**config.mk**
```make
export PLATFORM = sky130hd
export DESIGN_NAME = toggle_cover_detect
export DESIGN_NICKNAME = d
export VERILOG_FILES = /design/src/rtl/toggle_cover_detect.sv
export SDC_FILE = /design/constraint.sdc
export NUM_CORES = 1
export LEC_CHECK = 0
export ABC_AREA = 1
export CAP_MARGIN = 20
export CORE_MARGIN = 1
export CORE_UTILIZATION = 40
export DETAILED_ROUTE_END_ITERATION = 10
export DONT_BUFFER_PORTS = 1
export SKIP_LAST_GASP = 1
export SYNTH_ARGS = -nofsm -noshare
export SYNTH_HDL_FRONTEND = slang
export SYNTH_SLANG_ARGS = --single-unit
```
**constraint.sdc**
```tcl
create_clock -name clock -period 7.77 [get_ports clock]
set_input_delay 1.1655 -clock clock [delete_from_list [all_inputs] [get_ports clock]]
set_output_delay 1.1655 -clock clock [all_outputs]
set_load 0.03 [all_outputs]
```
**src/rtl/toggle_cover_detect.sv**
```systemverilog
// Toggle-coverage edge detector: one-shot per-bit pulse once a probe bit has
// been seen rising and falling since reset/clear, plus running covered count.
module toggle_cover_detect #(
  parameter int WIDTH = 58,
  parameter int CNT_W = $clog2(WIDTH + 1)
) (
  input  logic             clock,
  input  logic             reset,
  input  logic             en,
  input  logic             clear,
  input  logic [WIDTH-1:0] sig,
  output logic [WIDTH-1:0] valid,
  output logic [CNT_W-1:0] covered_cnt,
  output logic             all_covered
);

  localparam logic [CNT_W-1:0] LP_FULL = CNT_W'(WIDTH);

  logic [WIDTH-1:0] r_prev;
  logic [WIDTH-1:0] r_rose;
  logic [WIDTH-1:0] r_fell;
  logic [WIDTH-1:0] r_done;
  logic [WIDTH-1:0] r_valid;
  logic             r_armed;
  logic [CNT_W-1:0] r_cnt;
  logic             r_all;

  logic [WIDTH-1:0] w_rise;
  logic [WIDTH-1:0] w_fall;
  logic [WIDTH-1:0] w_rose_n;
  logic [WIDTH-1:0] w_fell_n;
  logic [WIDTH-1:0] w_newly;
  logic [CNT_W-1:0] w_cnt_n;

  function automatic logic [CNT_W-1:0] f_popcount(input logic [WIDTH-1:0] v);
    logic [CNT_W-1:0] s;
    s = '0;
    for (int i = 0; i < WIDTH; i++) s = s + CNT_W'(v[i]);
    return s;
  endfunction

  // The done mask bounds the count at WIDTH, so no saturation is needed here.
  always_comb begin
    w_rise   = sig & ~r_prev;
    w_fall   = ~sig & r_prev;
    w_rose_n = r_rose | w_rise;
    w_fell_n = r_fell | w_fall;
    w_newly  = w_rose_n & w_fell_n & ~r_done;
    w_cnt_n  = r_cnt + f_popcount(w_newly);
  end

  always_ff @(posedge clock or negedge reset) begin
    if (!reset) begin
      r_prev  <= '0;
      r_rose  <= '0;
      r_fell  <= '0;
      r_done  <= '0;
      r_valid <= '0;
      r_armed <= 1'b0;
      r_cnt   <= '0;
      r_all   <= 1'b0;
    end else if (clear) begin
      // prev is kept: the next enabled cycle re-baselines anyway
      r_rose  <= '0;
      r_fell  <= '0;
      r_done  <= '0;
      r_valid <= '0;
      r_armed <= 1'b0;
      r_cnt   <= '0;
      r_all   <= 1'b0;
    end else if (!en) begin
      r_valid <= '0;
      r_armed <= 1'b0;
    end else if (!r_armed) begin
      // Baseline cycle: transitions seen across a disabled window are discarded
      r_prev  <= sig;
      r_armed <= 1'b1;
      r_valid <= '0;
    end else begin
      r_prev  <= sig;
      r_rose  <= w_rose_n;
      r_fell  <= w_fell_n;
      r_done  <= r_done | w_newly;
      r_valid <= w_newly;
      r_cnt   <= w_cnt_n;
      r_all   <= (w_cnt_n == LP_FULL);
    end
  end

  assign valid       = r_valid;
  assign covered_cnt = r_cnt;
  assign all_covered = r_all;

endmodule

```
==> results_dict.tcl <==
set metrics [dict create \
    run_status "completed" \
    fin_tns_setup_ps 0 \
    cts-root-to-sink-buffers 3 \
    critical-path-top-cell-by-count "fa_1" \
    clock_latency_ps 540 \
    io_pins 127 \
    tritoncts "yes" \
    cp_cell_sequence "inv_1 -> or2_2 -> a22o_1 -> nor2_1 -> fa_1 -> fa_1 -> inv_1 -> fa_1 -> fa_1 -> fa_1 -> fa_1 -> fa_1 -> fa_1 -> fa_1 -> fa_1 -> inv_1 -> nand3_1 -> nand3_1 -> nand3_1 -> nor2_1 -> nand3_1 -> nand2_1" \
    final_min_period_over_clock_period_pct 92.4 \
    preCtsSetupSlack_ps 3.08 \
    core-area_um2 34700 \
    synth_seq_cells 298 \
    floorplan.die.height_um 190 \
    detail_route.iter0.violations 528 \
    grt_pass1_vias 9372 \
    synth_enable_flop_cells 0 \
    vdd_drop_max_v 0.000183 \
    syn-cell-area_um2 14200 \
    ys_types 25 \
    antenna_found_initial 0 \
    fmax_mhz 139 \
    compound_gate_portion_of_the_synthesized_area_pct 14.4 \
    via_per_inst 4.83 \
    synthAdderAreaFrac_pct 8.73 \
    endpoint_kind "register" \
    final_antenna_net_count 0 \
    timing_max_transition_violations_final 0 \
    post_dp_hpwl_um 18500 \
    cts-root-buf "clkbuf_16" \
    place.gp.congestion 0.792 \
    route.vias.total 9151 \
    wl_per_cell_um 15.6 \
    tightest_slew_ps 857 \
    num_antenna_cells 0 \
    max-slew-margin-rel_pct 42.9 \
    cts.reportedPaths.clkPinSlew_ps 60 \
    xor_xnor_cell_area_share_of_the_yosys_netlist_pct 0.123 \
    rsz0062_at_grt "no" \
    wirelength_um 29500 \
    maximum_number_of_pins_on_one_net_before_global_route_repair 299 \
    combinational_family_with_the_most_area_after_synthesis "simple AND/OR/NAND/NOR gates" \
    fp-row-count 68 \
    power_density_nw_per_um2 291 \
    synthesis.area_per_instance_um2 9.96 \
    start_kind "input pin" \
    number_of_optimization_iterations_in_the_first_detailed_route_pass 4 \
    dieArea_um2 36200 \
    layout-drive-gt1-share_pct 14.3 \
    hold_slack_ps 334 \
    ys.warnings.count 0 \
    critical_path.slowest_cell "fa_1" \
    cts.repair_timing.setup_buffer_count 0 \
    yosysSeqAreaShare_pct 52.6 \
    finish.net_count 1545 \
    synth_nets 1556 \
    timing.clock.skew_ps 17.8 \
    start_util_pct 40.9 \
    tritoncts_buffers 36 \
    timing.final.crit_period_ps 7180 \
    synth.mux.area_fraction_pct 0 \
    max_cap_violations 0 \
    arrival_ps 7640 \
    htree_num_levels 2 \
    gr-usage-all-layers_pct 17.3 \
    area_growth_pct 11.5 \
    hold_buffers 0 \
    setup_viol_count_final 0 \
    placement.io_buffers 0 \
    yosys.area_share.simple_pct 14.4 \
    post_synth_top_flop "dfrtp_1" \
    grt_pass1_wl_um 48900 \
    post_cts_resize_count 0 \
    crit-reg2reg-launch "r_prev[46]" \
    numClockSinks 298 \
    critPathMaxStageDelay_ps 580 \
    drc 0 \
    post_synthesis_async_set_or_reset_flop_share_pct 100 \
    hp-class "in2async" \
    fin_ws_ps 593 \
    gr-total-overflow 0 \
    cell_count_after_synthesis 1425 \
    timing.critical_path.required_ps 8230 \
    power_leakage_nw 7.62 \
    die_width_um 190 \
    hold_violations 0 \
    crit_start "sig[44]" \
    criticalPathCategory "in2reg" \
    critical_path.max_fanout 3 \
]
==> sequential cells by signal, indices dropped and copies added, names as in the netlist <==
register     flops
all_covered      1
covered_cnt      6
r_armed          1
r_done          58
r_fell          58
r_prev          58
r_rose          58
valid           58
==> power breakdown <==
| part | leakage [nW] | switching (mW) | total, mW | internal, mW |
|---|---|---|---|---|
| registers | 4.05 | 0.0686 | 1.69 | 1.62 |
| logic | 2.92 | 0.584 | 1.02 | 0.439 |
| clock network | 0.651 | 0.667 | 1.89 | 1.22 |
| total | 7.62 | 1.32 | 4.60 | 3.28 |
==> cell type report <==
type	instances	area, um2
Clock buffer	49	1020
Inverter	274	1040
Fill cell	3257	18900
Timing Repair Buffer	7	72.6
Sequential cell	298	7460
Clock inverter	15	320
Multi-Input combinational cell	797	5340
Tap cell	455	569
==> path summary, 6_finish.rpt <==
| kind | endpoint | cells after the start | slack, ps |
|---|---|---|---|
| worst max-delay path | all_covered | 22 | 590 |
| worst min-delay path | r_prev[16] | 0 | 330 |
| worst max register to register | all_covered | 22 | 850 |
| worst min register to register | valid[16] | 1 | 460 |
| max in group asynchronous | all_covered | 0 | 7020 |
| min in group clock | valid[16] | 1 | 460 |
==> routing by layer <==
metal	track usage, %	routed length (um)
met5	0	0
met4	5.29	690
met3	4.25	1240
met2	27.5	13600
met1	23.2	14000
==> logic make-up after synthesis <==
kind of cell	after synthesis
simple gates	466
buf+inv	330
flops	298
compound gates	260
fa+ha+maj	69
xor+xnor	2
==> through the flow <==
| step | util [%] | total power, mW | instance area (um2) | cells |
|---|---|---|---|---|
| floorplan | - | 2.57 | 14200 | 1425 |
| global placement | 41.6 | 2.76 | 14400 | 1830 |
| detailed placement | 41.6 | 2.75 | 14400 | 1830 |
| CTS | 45.5 | 4.69 | 15800 | 1894 |
| global route | 45.6 | 4.93 | 15800 | 1895 |
| finish | 45.6 | 4.60 | 15800 | 1895 |
==> cells in the mapped netlist (all sizes together) (24+ instances only) <==
master	number	area share [%]
nand2	240	6.4
o22ai	117	8.7
a22o	24	1.5
or2	58	2.6
inv	274	7.3
nor3	24	0.85
nor2	62	1.7
buf	42	2.2
nand3	81	2.9
o21ai	117	4.1
dfrtp	298	53
fa	50	7.1
==> layout by cell type (no fill, tap or decap), drive strengths merged, types with 24 or more instances in the layout <==
| master | instances |
|---|---|
| a22o | 24 |
| clkbuf | 49 |
| nand3 | 81 |
| nor2 | 62 |
| o22ai | 117 |
| dfrtp | 298 |
| or2 | 58 |
| fa | 50 |
| inv | 277 |
| nand2 | 240 |
| nor3 | 24 |
| o21ai | 117 |
==> worst max-delay path: cells and delay by family <==
kind / cells / cell delay [ps]
AOI/OAI and AO/OA: 1 / 210
and+or+nand+nor: 8 / 960
buffers and inverters: 3 / 170
adders and majority gates: 10 / 5110
Power figures use the tool's default switching activity.
